<file path="src/rtl/vga_board_renderer_if.sv">
// Renderer-side signal bundle: pixel enable, board-memory lookup and VGA outputs.
// Every field is sampled and updated only on clk edges with pix_en=1; cell_rgb answers the address one tick later.
interface vga_board_renderer_if;
    logic       pix_en;
    logic [2:0] cell_rgb;
    logic [3:0] cell_col;
    logic [4:0] cell_row;
    logic       R;
    logic       G;
    logic       B;
    logic       hs;
    logic       vs;
    logic       frame_start;

    modport master (
        input  pix_en, cell_rgb,
        output cell_col, cell_row, R, G, B, hs, vs, frame_start
    );

    modport slave (
        output pix_en, cell_rgb,
        input  cell_col, cell_row, R, G, B, hs, vs, frame_start
    );
endinterface

</file>
<file path="src/rtl/vga_board_renderer.sv">
// VGA timing plus Tetris playfield renderer: counters -> address/flags -> colour, 2-tick latency.
// All state advances only on pix_en; sync and colour leave through the same pipeline depth.
module vga_board_renderer #(
    parameter int H_ACTIVE   = 640,
    parameter int H_FP       = 16,
    parameter int H_SYNC     = 96,
    parameter int H_BP       = 48,
    parameter int V_ACTIVE   = 480,
    parameter int V_FP       = 10,
    parameter int V_SYNC     = 2,
    parameter int V_BP       = 33,
    parameter int BOARD_X0   = 240,
    parameter int BOARD_Y0   = 80,
    parameter int CELL_SHIFT = 4,
    parameter int BOARD_COLS = 10,
    parameter int BOARD_ROWS = 20,
    parameter int BORDER     = 4
) (
    input  logic                    clk,
    input  logic                    reset,
    vga_board_renderer_if.master    bus
);
    localparam int H_TOTAL = H_ACTIVE + H_FP + H_SYNC + H_BP;
    localparam int V_TOTAL = V_ACTIVE + V_FP + V_SYNC + V_BP;
    localparam int HW      = $clog2(H_TOTAL);
    localparam int VW      = $clog2(V_TOTAL);
    localparam int BOARD_W = BOARD_COLS << CELL_SHIFT;
    localparam int BOARD_H = BOARD_ROWS << CELL_SHIFT;

    localparam logic [HW-1:0] H_MAX  = HW'(H_TOTAL - 1);
    localparam logic [HW-1:0] H_ACT  = HW'(H_ACTIVE);
    localparam logic [HW-1:0] HS_BEG = HW'(H_ACTIVE + H_FP);
    localparam logic [HW-1:0] HS_END = HW'(H_ACTIVE + H_FP + H_SYNC - 1);
    localparam logic [HW-1:0] BX0    = HW'(BOARD_X0);
    localparam logic [HW-1:0] BX1    = HW'(BOARD_X0 + BOARD_W - 1);
    localparam logic [HW-1:0] OX0    = HW'(BOARD_X0 - BORDER);
    localparam logic [HW-1:0] OX1    = HW'(BOARD_X0 + BOARD_W + BORDER - 1);

    localparam logic [VW-1:0] V_MAX  = VW'(V_TOTAL - 1);
    localparam logic [VW-1:0] V_ACT  = VW'(V_ACTIVE);
    localparam logic [VW-1:0] VS_BEG = VW'(V_ACTIVE + V_FP);
    localparam logic [VW-1:0] VS_END = VW'(V_ACTIVE + V_FP + V_SYNC - 1);
    localparam logic [VW-1:0] BY0    = VW'(BOARD_Y0);
    localparam logic [VW-1:0] BY1    = VW'(BOARD_Y0 + BOARD_H - 1);
    localparam logic [VW-1:0] OY0    = VW'(BOARD_Y0 - BORDER);
    localparam logic [VW-1:0] OY1    = VW'(BOARD_Y0 + BOARD_H + BORDER - 1);

    logic [HW-1:0] h_q, h_d;
    logic [VW-1:0] v_q, v_d;
    logic          first_q, first_d;
    logic          frame_start_q, frame_start_d;
    logic          act_1_q, act_1_d;
    logic          hs_1_q, hs_1_d;
    logic          vs_1_q, vs_1_d;
    logic          board_1_q, board_1_d;
    logic          border_1_q, border_1_d;
    logic [3:0]    cell_col_q, cell_col_d;
    logic [4:0]    cell_row_q, cell_row_d;
    logic [2:0]    rgb_q, rgb_d;
    logic          hs_q, hs_d;
    logic          vs_q, vs_d;

    logic act_0, hs_0, vs_0, board_0, outer_0, border_0;

    always_comb begin
        act_0    = (h_q < H_ACT) && (v_q < V_ACT);
        hs_0     = !((h_q >= HS_BEG) && (h_q <= HS_END));
        vs_0     = !((v_q >= VS_BEG) && (v_q <= VS_END));
        board_0  = (h_q >= BX0) && (h_q <= BX1) && (v_q >= BY0) && (v_q <= BY1);
        outer_0  = (h_q >= OX0) && (h_q <= OX1) && (v_q >= OY0) && (v_q <= OY1);
        border_0 = outer_0 && !board_0;
    end

    always_comb begin
        h_d           = h_q;
        v_d           = v_q;
        first_d       = first_q;
        frame_start_d = 1'b0;
        act_1_d       = act_1_q;
        hs_1_d        = hs_1_q;
        vs_1_d        = vs_1_q;
        board_1_d     = board_1_q;
        border_1_d    = border_1_q;
        cell_col_d    = cell_col_q;
        cell_row_d    = cell_row_q;
        rgb_d         = rgb_q;
        hs_d          = hs_q;
        vs_d          = vs_q;
        if (bus.pix_en) begin
            h_d = (h_q == H_MAX) ? '0 : h_q + 1'b1;
            if (h_q == H_MAX) begin
                v_d = (v_q == V_MAX) ? '0 : v_q + 1'b1;
            end
            // The first tick after reset also counts as a frame start.
            frame_start_d = first_q || ((h_q == H_MAX) && (v_q == V_MAX));
            first_d       = 1'b0;

            act_1_d    = act_0;
            hs_1_d     = hs_0;
            vs_1_d     = vs_0;
            board_1_d  = board_0;
            border_1_d = border_0;
            cell_col_d = board_0 ? 4'((h_q - BX0) >> CELL_SHIFT) : 4'd0;
            cell_row_d = board_0 ? 5'((v_q - BY0) >> CELL_SHIFT) : 5'd0;

            if (!act_1_q)        rgb_d = 3'b000;
            else if (board_1_q)  rgb_d = bus.cell_rgb;
            else if (border_1_q) rgb_d = 3'b111;
            else                 rgb_d = 3'b000;
            hs_d = hs_1_q;
            vs_d = vs_1_q;
        end
    end

    always_ff @(posedge clk) begin
        if (reset) begin
            h_q           <= '0;
            v_q           <= '0;
            first_q       <= 1'b1;
            frame_start_q <= 1'b0;
            act_1_q       <= 1'b0;
            // Sync stages reset to the inactive level so no stray pulse leaves the pipe.
            hs_1_q        <= 1'b1;
            vs_1_q        <= 1'b1;
            board_1_q     <= 1'b0;
            border_1_q    <= 1'b0;
            cell_col_q    <= '0;
            cell_row_q    <= '0;
            rgb_q         <= '0;
            hs_q          <= 1'b1;
            vs_q          <= 1'b1;
        end else begin
            h_q           <= h_d;
            v_q           <= v_d;
            first_q       <= first_d;
            frame_start_q <= frame_start_d;
            act_1_q       <= act_1_d;
            hs_1_q        <= hs_1_d;
            vs_1_q        <= vs_1_d;
            board_1_q     <= board_1_d;
            border_1_q    <= border_1_d;
            cell_col_q    <= cell_col_d;
            cell_row_q    <= cell_row_d;
            rgb_q         <= rgb_d;
            hs_q          <= hs_d;
            vs_q          <= vs_d;
        end
    end

    assign bus.cell_col    = cell_col_q;
    assign bus.cell_row    = cell_row_q;
    assign bus.R           = rgb_q[2];
    assign bus.G           = rgb_q[1];
    assign bus.B           = rgb_q[0];
    assign bus.hs          = hs_q;
    assign bus.vs          = vs_q;
    assign bus.frame_start = frame_start_q;
endmodule

</file>
<file path="src/flat_wrapper.sv">
// flat-port wrapper written by rule: the top's interface ports become plain ports
module vga_board_renderer_flat 
#(
    parameter int H_ACTIVE   = 640,
    parameter int H_FP       = 16,
    parameter int H_SYNC     = 96,
    parameter int H_BP       = 48,
    parameter int V_ACTIVE   = 480,
    parameter int V_FP       = 10,
    parameter int V_SYNC     = 2,
    parameter int V_BP       = 33,
    parameter int BOARD_X0   = 240,
    parameter int BOARD_Y0   = 80,
    parameter int CELL_SHIFT = 4,
    parameter int BOARD_COLS = 10,
    parameter int BOARD_ROWS = 20,
    parameter int BORDER     = 4
)
  (clk, reset, bus_pix_en, bus_cell_rgb, bus_cell_col, bus_cell_row, bus_R, bus_G, bus_B, bus_hs, bus_vs, bus_frame_start);
  vga_board_renderer_if bus_i ();
  input  logic clk;
  input  logic reset;
  input wire logic [$bits(bus_i.pix_en)-1:0] bus_pix_en;
  input wire logic [$bits(bus_i.cell_rgb)-1:0] bus_cell_rgb;
  output wire logic [$bits(bus_i.cell_col)-1:0] bus_cell_col;
  output wire logic [$bits(bus_i.cell_row)-1:0] bus_cell_row;
  output wire logic [$bits(bus_i.R)-1:0] bus_R;
  output wire logic [$bits(bus_i.G)-1:0] bus_G;
  output wire logic [$bits(bus_i.B)-1:0] bus_B;
  output wire logic [$bits(bus_i.hs)-1:0] bus_hs;
  output wire logic [$bits(bus_i.vs)-1:0] bus_vs;
  output wire logic [$bits(bus_i.frame_start)-1:0] bus_frame_start;
  assign bus_i.pix_en = bus_pix_en;
  assign bus_i.cell_rgb = bus_cell_rgb;
  assign bus_cell_col = bus_i.cell_col;
  assign bus_cell_row = bus_i.cell_row;
  assign bus_R = bus_i.R;
  assign bus_G = bus_i.G;
  assign bus_B = bus_i.B;
  assign bus_hs = bus_i.hs;
  assign bus_vs = bus_i.vs;
  assign bus_frame_start = bus_i.frame_start;
  vga_board_renderer #(.H_ACTIVE(H_ACTIVE), .H_FP(H_FP), .H_SYNC(H_SYNC), .H_BP(H_BP), .V_ACTIVE(V_ACTIVE), .V_FP(V_FP), .V_SYNC(V_SYNC), .V_BP(V_BP), .BOARD_X0(BOARD_X0), .BOARD_Y0(BOARD_Y0), .CELL_SHIFT(CELL_SHIFT), .BOARD_COLS(BOARD_COLS), .BOARD_ROWS(BOARD_ROWS), .BORDER(BORDER)) u_core (.clk(clk), .reset(reset), .bus(bus_i));
endmodule
</file>
<file path="config.mk">
export PLATFORM = sky130hd
export DESIGN_NAME = vga_board_renderer_flat
export DESIGN_NICKNAME = d
export VERILOG_FILES = /design/src/rtl/vga_board_renderer_if.sv /design/src/rtl/vga_board_renderer.sv /design/src/flat_wrapper.sv
export SDC_FILE = /design/constraint.sdc
export NUM_CORES = 1
export LEC_CHECK = 0
export CELL_PAD_IN_SITES_DETAIL_PLACEMENT = 1
export CELL_PAD_IN_SITES_GLOBAL_PLACEMENT = 1
export CORE_ASPECT_RATIO = 0.6
export CORE_MARGIN = 5
export CORE_UTILIZATION = 25
export DETAILED_ROUTE_END_ITERATION = 16
export GPL_TIMING_DRIVEN = 0
export PLACE_DENSITY_LB_ADDON = 0.1
export SETUP_SLACK_MARGIN = 0.05
export SYNTH_ARGS = -nofsm -noshare
export SYNTH_HDL_FRONTEND = slang
export SYNTH_SLANG_ARGS = --single-unit
</file>
<file path="constraint.sdc">
create_clock -name clk -period 4.8 [get_ports clk]
set_input_delay 1.2 -clock clk [delete_from_list [all_inputs] [get_ports clk]]
set_output_delay 1.2 -clock clk [all_outputs]
set_load 0.005 [all_outputs]
</file>
Word-level counts from Yosys, hierarchy flattened
Index checks and enable logic that the tools add are counted.
{ "totals": {"latchBits": 0, "n_memories": 0, "romBits": 0, "reg_bits": 41, "ram_bits": 0} }
{ "op_classes": {"shift": 0, "multipliers": 0, "n_eq_ne": 2, "n_reduce_logical": 17, "bitwise": 1, "n_lt_le_gt_ge": 14, "n_addsub": 4, "n_div": 0, "n_mux": 7} }
{ "ops": {"columns": ["cell", "n"], "rows": [
  ["$le A10 B9 Y1 const B", 5],
  ["$add A10 B1 Y10 const B", 2],
  ["$eq A10 B10 Y1 const B", 2],
  ["$ge A10 B7 Y1 const B", 2],
  ["$ge A10 B8 Y1 const B", 2],
  ["$mux W10", 2],
  ["$logic_and A1 B1 Y1", 11],
  ["$ge A10 B10 Y1 const B", 1],
  ["$ge A10 B9 Y1 const B", 1],
  ["$le A10 B10 Y1 const B", 1],
  ["$lt A10 B10 Y1 const B", 1],
  ["$lt A10 B9 Y1 const B", 1],
  ["$mux W3", 3],
  ["$sub A9 B7 Y9 const B", 1],
  ["$sub A8 B8 Y8 const B", 1],
  ["$mux W5", 1],
  ["$mux W4", 1],
  ["$logic_not A1 Y1", 3],
  ["$reduce_and A2 Y1", 1],
  ["$reduce_or A2 Y1", 1],
  ["$logic_or A1 B1 Y1", 1],
  ["$not A1 Y1", 1]
]} }

Depth between registers and ports, before layout
Gate-level depths: netlist of the first run.
{ "depth": {"depth_word": 6, "ltp_mapped": 7} }

Worst setup path before layout of the first run
Ideal clock, no wire load.
{ "synth_path": {"path_type": "input -> register", "start": "input bus_pix_en", "end": "register u_core.v_q[7]", "setup_slack_ps": 2328, "path_stages": 6, "setup_ps": 117, "arrival_time_ps": 2355, "required_ps": 4683, "path_cell_list": "buf_2 -> nand4_2 -> or4_4 -> nor3_2 -> xnor2_1 -> nor2_1"} }
{ "synth_via": {"elab_chain_cells": 1} }
{ "synth_rtl": {"columns": ["item", "line_no", "source"], "rows": [
  ["from (decl)", "flat_wrapper.sv:23", "input wire logic [$bits(bus_i.pix_en)-1:0] bus_pix_en;"],
  ["$reduce_and A2 Y1 (no line)", null, null],
  ["to (signal assigned)", "vga_board_renderer.sv:134", "v_q <= v_d;"],
  ["to (decl)", "vga_board_renderer.sv:49", "logic [VW-1:0] v_q, v_d;"]
]} }
Every way passes these cells.
A chain may end at the register's enable or synchronous reset.

Worst setup path in the final report of the first run
{ "layout_path": {"start": "input bus_pix_en", "end": "register u_core.v_q[0]"} }
Same word-level chain as after synthesis.

==> metrics, run 1 <==
status=finished clean; WP data required=4980 ps; initial antenna violation count=0; most frequent cells in the layout=41 x dfxtp_1, 35 x nand2_1, 21 x nor2_1, 18 x clkdlybuf4s50_1; # diodes=0; Die ar.=10,900 µm²; WP buf/inv=2; Setup CP Type=in -> reg; hold_buf cts=0; commonest non-fill, non-tap cell in the layout=dfxtp_1; Slew Limit Headroom=62.2%; Synth top area share=37.1%; Post-synth EDFFs=0; largest area contributor in the netlist=dfxtp_1; critical path capture point type=flip-flop; CP most frequent cell=buf_2; Ys Warns=0; P_sw=0.169 mW; Post-CTS Setup Inserts=0; Final Hold Fails=0; static leakage=0.932 nW; post-route cell area=2700 µm²; drt first pass iters=4; final-layout fill cell count=1,007; # DRC=0; area grow syn2layout=22.3%; DR WL/cell=15.8 µm; Async S/R FF share, synth=0%; Slowest-stage cell, CP=nor4_4; final core occ=31.6%; Syn Inst Count=262; placement row count=26; largest net degree at the start of global routing=15; clock-pin slew on the worst setup and hold paths=60 ps; Fin Setup TNS=0 ps; ys flop type=dfxtp_1; Arrival @ worst endpoint=2560 ps; clk sinks=41; die width=131 µm; FF/Latch Area=821 µm²; routed vias=1,873; synth top area cells=dfxtp_1 37%, ha_1 8.5%, nand2_1 5.9%, xnor2_1 5.9%, nor2_1 3.6%; Routed Antenna Nets=0; #FFs+latches synth=41; initial DRC count=119; unrepaired setup endpoints after global routing=no; vias in the first global route=1,897; Vias/cell=4.68; CTS H-Tree Depth=2; die height=82.8 µm; Hold Path Class=reg -> reg; post-CTS resize count=0; Final #Nets=308; Total Power=0.772 mW; CP Max Fanout=10; fin. max-slew vios=0; fmax=419 MHz; Seq/Total Area, Yosys=37.1%; final non-filler cell total=400; Pwr Density=286 nW/µm²; Detailed Place HPWL=4.83 mm; Synthesized Nets=283; register share of total power=45.1%; IO buf count=18; CP cell instances=buf_2, nand4_2, nor4_4, buf_2, xnor2_1, nor2_1; first-pass GRT wire length=10.7 mm; final wirelength=6.31 mm; Gate power share=3.9%; Distinct cells, synth=48; Root Buffer=clkbuf_16; startpoint types=input pin; VDD IR max=0.112 mV; fraction of layout cells with a size suffix above 1=8.68%; Mapped Area=2210 µm²; clock share of power=51.0%; RD Place Congestion=0.781; Worst-Margin Slew=567 ps; total core area=8560 µm²; io pins=21; internal power=0.603 mW; area occupied by multi-input gates=1270 µm²; CTS Buffer Depth=2; Inst Count DP=392; Final period util=49.7%; Starting Density=25.8%; final setup fails=0; GRT overflow=0; later-pin clock latency in the skew report=290 ps; CTS tree=yes; switching share of total power=21.9%; minimum clock period=2390 ps; Clock Skew=4.03 ps; Global Route Usage Sum=12.2%; DP Area=2530 µm²; max_cap viols=0; cell family with most CP delay=simple AND/OR/NAND/NOR gates; Syn Area/Cell=8.43 µm²; CP max stage delay=400 ps; Inserted Clock Buffers=5
-- final timing paths --
path	from	endpoint	slack (ps)	depth (start not counted)
max	bus_pix_en	u_core.v_q[0]	2410	6
max reg2reg	u_core.h_q[5]	u_core.v_q[0]	2730	7
min	u_core.bus.cell_row[1]	u_core.bus.cell_row[1]	450	2
min reg2reg	u_core.bus.cell_row[1]	u_core.bus.cell_row[1]	450	2
-- area by class of cell --
| type | instances | area share, % |
|---|---|---|
| Sequential cell | 41 | 30.4 |
| Timing Repair Buffer | 18 | 6.67 |
| Clock buffer | 5 | 4.63 |
| Multi-Input combinational cell | 192 | 46.9 |
| Inverter | 13 | 1.81 |
| Tap cell | 112 | 5.19 |
| Buffer | 16 | 2.69 |
| Clock inverter | 3 | 1.71 |
-- sequential cells by signal (all words and copies together), names as in the netlist, 3 cells and up --
name,flops
u_core.bus.cell_col,4
u_core.bus.cell_row,5
u_core.h_q,10
u_core.rgb_q,3
u_core.v_q,10
-- metrics by stage --
step / hold WS (ps) / worst slack (ps)
finish: 446 / 2410
global route: 478 / 2230
CTS: 453 / 2340
detailed placement: 444 / 2030
global placement: 438 / 2000
floorplan: 431 / 2330
-- power by group through the flow --
stage	sequential [mW]	clock (mW)	combinational, mW
CTS	0.348	0.403	0.0313
detailed placement	0.356	0	0.0311
global route	0.349	0.423	0.0340
floorplan	0.355	0	0.0182
global placement	0.356	0	0.0313
finish	0.348	0.394	0.0305
-- metal layers --
layer	GRT usage (%)	part of all wire [%]
met5	0	0
met2	14.4	34
met4	2.80	0.81
met1	20.2	61
met3	3.74	4.6
-- Yosys cell counts, drive strengths merged, types with 3 or more instances --
cell type  number
nor2b           3
o21ai          10
a211o           4
xor2            8
nor2           21
dfxtp          41
inv            13
and2            3
nand2          35
nand2b          4
ha             15
a21oi           9
buf             8
xnor2          15
nand4           8
nor3           13
nor4            3
clkbuf          8
a31oi           4
nand3          12
-- cells by family (layout without fill, tap and decap cells) --
logic type / count (synthesis) / after routing / synth area share, %
fa+ha+maj: 15 / 15 / 8.49
flops: 41 / 41 / 37.1
buf+inv: 29 / 55 / 5.49
mux: 1 / 1 / 0.453
compound gates: 42 / 42 / 12.6
simple gates: 111 / 111 / 26.7
xor+xnor: 23 / 23 / 9.12
-- tightest hold or removal path, delay by kind of cell (launching register included) --
family           cells  cell delay [ps]
flip-flops           1              310
AND/OR/NAND/NOR      1               50
AO/OA/AOI/OAI        1               50
Note: power is estimated with default switching activity, not from simulation.
==> run 2, diff against run 1 <==
clock period = 1.9 ns   (was 4.8 ns; I/O delays follow)
==> metrics, run 2 (same netlist as run 1, synthesis figures left out) <==
status=finished clean; largest net degree at the start of global routing=15; Hold Path Class=reg -> reg; most frequent cells in the layout=34 x dfxtp_1, 33 x nand2_1, 21 x nor2_1, 18 x clkdlybuf4s50_1, 15 x xnor2_1; Final Hold Fails=0; DP Area=2530 µm²; Setup CP Type=reg -> reg; clk sinks=41; minimum clock period=1790 ps; total core area=8560 µm²; Detailed Place HPWL=4.83 mm; commonest non-fill, non-tap cell in the layout=dfxtp_1; hold path endpoint=u_core.bus.cell_row[1]; Hold Worst Slack=447 ps; hold_buf cts=0; CP max stage delay=420 ps; Inserted Clock Buffers=5; RD Place Congestion=0.781; DR WL/cell=16.1 µm; GRT overflow=0; io pins=21; startpoint types=flip-flop; critical path capture point type=flip-flop; vias in the first global route=1,892; initial DRC count=101; area grow syn2layout=30.4%; drt first pass iters=4; VDD IR max=0.286 mV; Die ar.=10,900 µm²; initial antenna violation count=0; Vias/cell=4.69; die height=82.8 µm; post-route cell area=2880 µm²; # diodes=0; clock-pin slew on the worst setup and hold paths=60 ps; max_cap viols=0; R2R cell count=6; Global Route Usage Sum=12.3%; die width=131 µm; worst setup path startpoint=u_core.h_q[4]; Pwr Density=679 nW/µm²; Slowest-stage cell, CP=dfxtp_4; Worst Hold Depth=2; routed vias=1,893; later-pin clock latency in the skew report=290 ps; # DRC=0; static leakage=0.985 nW; Routed Antenna Nets=0; fin. max-slew vios=0; CP Max Fanout=6; r2r setup slk=110 ps; Fin Setup TNS=0 ps; Root Buffer=clkbuf_16; first-pass GRT wire length=10.8 mm; IO buf count=18; CTS tree=yes; final setup fails=0; WP data required=2080 ps; Final period util=94.3%; unrepaired setup endpoints after global routing=yes; r2r endpoint=u_core.border_1_q; Slew Limit Headroom=61.3%; Clock Skew=3.79 ps; fmax=558 MHz; hold path start=u_core.bus.cell_row[1]; Final #Nets=312; CTS Buffer Depth=2; CP cell instances=ha_4, nand3_2, a211o_1, a211oi_4, nand2_2, a32o_1; CTS H-Tree Depth=2; worst r2r src=u_core.h_q[4]; Arrival @ worst endpoint=1970 ps; Worst-Margin Slew=581 ps; final wirelength=6.51 mm; fraction of layout cells with a size suffix above 1=17.8%; Starting Density=25.8%; placement row count=26
-- run 2: cell count changes in the layout (fill, tap and decap cells not counted), moves of 3 or more --
cell / before / now
dfxtp_2: 0 / 3
dfxtp_1: 41 / 34
ha_4: 0 / 3
ha_1: 15 / 10
dfxtp_4: 0 / 4
inv_1: 13 / 10
buf_4: 1 / 4
-- run 2: how the worst max path moves through the flow --
stage	end	slack [ps]	cells past startpoint
after floorplan	u_core.v_q[7]	110	7
after detailed placement	u_core.v_q[0]	-200	7
after CTS	u_core.v_q[7]	2	7
after global routing	u_core.bus.cell_row[1]	40	6
after global placement	u_core.v_q[0]	-220	7
final	u_core.border_1_q	110	6
-- run 2: per-layer routing --
metal | up-vias | GRT usage, % | wire length (µm)
met5 | - | 0 | 0
met4 | 0 | 2.80 | 58
met3 | 6 | 3.74 | 283
met2 | 33 | 14.8 | 2320
met1 | 894 | 20.3 | 3840
li1 | 960 | - | -
-- run 2: layout make-up --
class,count,area (µm²)
flip-flops and latches,41,840
inverters,13,55.1
plain buffers,16,76.3
clock buffers,5,125
well taps,112,140
multi-input cells,192,1390
repair buffers,22,210
fillers,991,5680
clock inverters,3,46.3
-- run 2: critical path: cells and delay by family (launching register included) --
family                   cells  cell delay [ps]
AO/OA/AOI/OAI                3              870
flip-flops                   1              420
AND/OR/NAND/NOR              2              240
adder cells (fa/ha/maj)      1              160
-- run 2: power breakdown --
part / total [mW] / switching (mW) / internal, mW / leakage, nW
combinational: 0.0809 / 0.0481 / 0.0328 / 0.569
clock: 0.997 / 0.375 / 0.622 / 0.0800
sequential: 0.877 / 0.0115 / 0.865 / 0.336
-- run 2: per-stage QoR --
stage	total power [mW]	utilization, %	setup WS [ps]	cells
floorplan	0.943	-	107	262
global placement	0.978	29.6	-220	392
detailed placement	0.978	29.6	-200	392
CTS	1.97	32.3	2.31	402
global route	2.04	33.7	36.4	404
finish	1.95	33.7	108	404
-- run 2: what timing repair did --
action,4_1_cts,5_1_grt
pin swaps,2,5
endpoints found under the setup margin,30,21
resized for setup,18,19
buffers inserted,2,2
